**src/rtl/sop_logic_array.sv**
```systemverilog
// Pipelined sum-of-products (AND-OR / AND-OR-INVERT) array with per-channel mask and invert.
// Define SOP_HIT_CNT_EN to add hit_cnt, a saturating count of nonzero output transfers.
module sop_logic_array #(
    parameter int unsigned CHANNELS = 2,
    parameter int unsigned GROUPS   = 2,
    parameter int unsigned TERM_W   = 3,
    parameter int unsigned CH_W     = (CHANNELS > 1) ? $clog2(CHANNELS) : 1
`ifdef SOP_HIT_CNT_EN
    ,
    parameter int unsigned CNT_W    = 16
`endif
) (
    input  logic                                clk,
    input  logic                                rst_n,
    input  logic                                in_valid,
    output logic                                in_ready,
    input  logic [CHANNELS*GROUPS*TERM_W-1:0]   in_data,
    input  logic                                cfg_we,
    input  logic [CH_W-1:0]                     cfg_ch,
    input  logic [GROUPS-1:0]                   cfg_mask,
    input  logic                                cfg_inv,
    output logic                                out_valid,
    input  logic                                out_ready,
    output logic [CHANNELS-1:0]                 out_y
`ifdef SOP_HIT_CNT_EN
    ,
    output logic [CNT_W-1:0]                    hit_cnt
`endif
);
    localparam int unsigned NTERM = CHANNELS * GROUPS;

    logic [NTERM-1:0]    mask_q;
    logic [CHANNELS-1:0] inv_q;
    logic                s1_valid_q;
    logic [NTERM-1:0]    s1_term_q;
    logic [CHANNELS-1:0] s1_inv_q;
    logic                s2_valid_q;
    logic [CHANNELS-1:0] y_q;

    logic                adv1;
    logic                adv2;
    logic                cfg_hit;
    logic [NTERM-1:0]    term_d;
    logic [CHANNELS-1:0] y_d;

    assign adv2      = !s2_valid_q || out_ready;
    assign adv1      = !s1_valid_q || adv2;
    assign in_ready  = adv1;
    assign out_valid = s2_valid_q;
    assign out_y     = y_q;
    assign cfg_hit   = cfg_we && (32'(cfg_ch) < CHANNELS);

    // Masking happens at capture so in-flight beats keep the config they were accepted with.
    always_comb begin
        term_d = '0;
        for (int unsigned i = 0; i < NTERM; i++) begin
            term_d[i] = (&in_data[i*TERM_W +: TERM_W]) & mask_q[i];
        end
    end

    always_comb begin
        y_d = '0;
        for (int unsigned c = 0; c < CHANNELS; c++) begin
            y_d[c] = (|s1_term_q[c*GROUPS +: GROUPS]) ^ s1_inv_q[c];
        end
    end

    always_ff @(posedge clk) begin
        if (!rst_n) begin
            mask_q     <= '1;
            inv_q      <= '0;
            s1_valid_q <= 1'b0;
            s1_term_q  <= '0;
            s1_inv_q   <= '0;
            s2_valid_q <= 1'b0;
            y_q        <= '0;
        end else begin
            if (adv1) begin
                s1_valid_q <= in_valid;
                if (in_valid) begin
                    s1_term_q <= term_d;
                    s1_inv_q  <= inv_q;
                end
            end
            if (adv2) begin
                s2_valid_q <= s1_valid_q;
                if (s1_valid_q) begin
                    y_q <= y_d;
                end
            end
            if (cfg_hit) begin
                mask_q[cfg_ch*GROUPS +: GROUPS] <= cfg_mask;
                inv_q[cfg_ch]                   <= cfg_inv;
            end
        end
    end

`ifdef SOP_HIT_CNT_EN
    logic [CNT_W-1:0] cnt_q;

    assign hit_cnt = cnt_q;

    always_ff @(posedge clk) begin
        if (!rst_n) begin
            cnt_q <= '0;
        end else if (s2_valid_q && out_ready && (|y_q) && (cnt_q != {CNT_W{1'b1}})) begin
            cnt_q <= cnt_q + 1'b1;
        end
    end
`endif

endmodule

```
**config.mk**
```make
export PLATFORM = sky130hd
export DESIGN_NAME = sop_logic_array
export DESIGN_NICKNAME = d
export VERILOG_FILES = /design/src/rtl/sop_logic_array.sv
export SDC_FILE = /design/constraint.sdc
export NUM_CORES = 1
export LEC_CHECK = 0
export CAP_MARGIN = 15
export CORE_AREA = 2 2 42 44
export DETAILED_ROUTE_END_ITERATION = 10
export DIE_AREA = 0 0 44 46
export PLACE_DENSITY_LB_ADDON = 0.12
export SETUP_SLACK_MARGIN = 0.15
export SYNTH_ARGS = -nofsm -noshare
export SYNTH_HDL_FRONTEND = slang
export SYNTH_SLANG_ARGS = --single-unit
export TNS_END_PERCENT = 10
```
**constraint.sdc**
```tcl
create_clock -name clk -period 1.9 [get_ports clk]
set_input_delay 0.57 -clock clk [delete_from_list [all_inputs] [get_ports clk]]
set_output_delay 0.57 -clock clk [all_outputs]
set_load 0.01 [all_outputs]
```
==> results <==
-- state kept, by name, summed over array words and instances (netlist names) --
name	flops
mask_q	4
inv_q	2
s1_valid_q	1
out_valid	1
s1_term_q	4
s1_inv_q	2
out_y	2
-- where the power goes --
group,leakage [nW],total [mW],internal (mW),switching (mW)
combinational,0.274,0.0987,0.0642,0.0345
clock,0.0210,0.222,0.116,0.105
sequential,0.131,0.357,0.349,0.00813
-- path summary, 6_finish.rpt --
check | start | endpoint | cells after the start
worst min register to register | inv_q[1] | s1_inv_q[1] | 2
worst max-delay path | out_y[0] | out_y[0] | 1
worst min-delay path | inv_q[1] | s1_inv_q[1] | 2
worst max register to register | s1_valid_q | s1_term_q[3] | 4
-- cell usage after synthesis --
cell type	n	area share, %
dfxtp_1	16	47
nand2_1	16	8.8
nand3_1	6	4.4
mux2i_1	5	7.4
and4_1	4	5.2
nand4_1	4	3.7
o21ai_0	4	2.9
a21boi_0	3	3.3
clkbuf_1	2	1.1
inv_1	2	1.1
nor2_1	2	1.1
nor2b_1	2	1.8
o22ai_1	2	1.8
xor2_1	2	2.6
and2_1	1	0.92
and2_2	1	1.1
buf_6	1	1.7
nand2b_1	1	0.92
nand3b_4	1	2.9
-- cell type report --
| type | instances | area (um2) | share of cell area (%) |
|---|---|---|---|
| clock buffer | 4 | 36.3 | 3.60 |
| inverter | 2 | 7.51 | 0.745 |
| multi-input combinational | 54 | 333 | 33.0 |
| sequential | 16 | 322 | 31.9 |
| tap | 17 | 21.3 | 2.11 |
| timing repair buffer | 30 | 288 | 28.6 |
-- placed cells by master, fill, tap and decap left out --
master            n
and2_1            1
and2_2            1
and4_1            4
dlygate4sd2_1     1
o21ai_0           4
nand4_1           4
buf_4             6
nand3b_4          1
xor2_1            2
nand2b_1          1
dlymetal6s2s_1    1
nand3_1           6
o22ai_1           2
inv_1             2
clkbuf_8          1
dfxtp_1          15
nand2_1          16
dfxtp_2           1
a21boi_0          3
buf_6             1
mux2i_1           5
nor2_1            2
clkdlybuf4s50_1  21
clkbuf_4          3
nor2b_1           2
-- layer usage --
metal / GRT usage [%] / vias to the layer above / share of wire, %
met5: 0 / - / 0
met4: 9.09 / 0 / 0.90
met3: 2.78 / 2 / 5.7
met2: 27.9 / 17 / 51
met1: 17.2 / 270 / 42
li1: - / 322 / -
-- per-stage QoR --
| stage | power (mW) | instances | setup TNS [ps] | worst slack (ps) | hold slack, ps |
|---|---|---|---|---|---|
| 2_1_floorplan | 0.403 | 75 | 0 | 589 | 433 |
| 3_3_place_gp | 0.463 | 119 | -358 | -358 | 446 |
| 3_5_place_dp | 0.465 | 119 | -363 | -363 | 453 |
| 4_1_cts | 0.688 | 123 | 0 | 64.9 | 465 |
| 5_1_grt | 0.713 | 123 | 0 | 135 | 484 |
| 6_report | 0.677 | 123 | 0 | 181 | 464 |
-- logic make-up after synthesis --
logic type	after synthesis	share of synthesized area, %
AOI/OAI and AO/OA	9	8.10
xor gates and xnor gates	2	2.58
buffers and inverters	5	3.87
DFF	16	47.1
muxes	5	7.37
and+or+nand+nor	38	30.9
-- repair_timing --
item                                    4_1_cts  5_1_grt
hold buffers                                  0        0
gates resized for setup                       6        2
pin swaps                                     0        0
endpoints found under the setup margin        2        3
==> flow_summary.toml <==
[cells_and_area]
drive_above_1_share_pct = 13.2
area_growth_pct = 48.3
nNetsFinal = 128
fillCellCount = 159
final_core_util_pct = 62.4
diodes = 0
stdcell_area_um2 = 1010

[global_route]
grt_max_degree = 12
grt_pass1_vias = 584
grt_pass1_wl_mm = 2.28
antenna_found_initial = 0
overflow = 0
grt_use_total_pct = 15.6

[die]
die_area_um2 = 2020
start_util_pct = 42.1
core_area_um2 = 1610
fp.dieW_um = 44
io_pins = 25
fp.dieH_um = 46
rows = 15

[route]
firstDrtPassIters = 6
drtIter0Drc = 13
wl_per_cell_um = 10.8
wl_mm = 1.33
via_per_inst = 4.97
ant_nets = 0
num_vias = 611
drc = 0

[worst_setup_path]
cp_data_arrival_time_ps = 1150
cp_max_fo = 2
cp_slowest_cell = "clkdlybuf4s50_1"
cpPeakStageDelay_ps = 530
worst-path-buf-inv = 1
worst_ep_required_time_ps = 1330
cp_cell_sequence = "clkdlybuf4s50_1"
cp-end-kind = "output port"
ff2ff_setup_slack_ps = 760
path_delay_family = "buffers and inverters"
worstSetupPathType = "register to output port"
worstSetupStartpointType = "register"

[timing]
hold_violations = 0
period_share_pct = 90.4
fmax_mhz = 582
rsz0062_at_grt = "yes"
relSlewSlack_pct = 78.5
setup_violations = 0
fin_skew_ps = 2.10
final_max_slew_viol_count = 0
tightest_slew_ps = 322
fin_crit_ps = 1720

[logic_synthesis]
synth_cell_types = 19
synthesis.instances = 75
syn_avg_cell_area_um2 = 9.06
syn_area_um2 = 679
synth-seq-cells = 16
yosysSeqAreaShare_pct = 47.1
syn_nets = 96
ys_warn_count = 0

[clock_network]
cts_buffers = 3
cts-root-buf = "clkbuf_4"
cts_tree = "yes"
h-tree-depth = 1
clk_pin_slew_ps = 90
clock_path_buffers = 2
cts_sinks = 16
worst_skew_pair.late_latency_ps = 280
post_cts_buffers = 0

[placement]
hpwl_mm = 1.09
gp_congestion = 0.659
place_area_um2 = 967
portBuffers = 24

[pwr]
leakage_nw = 0.427
ir_worst_vdd_mv = 0.410
powerDensity_nw_per_um2 = 672

[run]
drv_cap = 0

[outcome]
status = "complete, no violations"

[hold_path]
hold_class = "register to register"
Power figures use the tool's default switching activity.
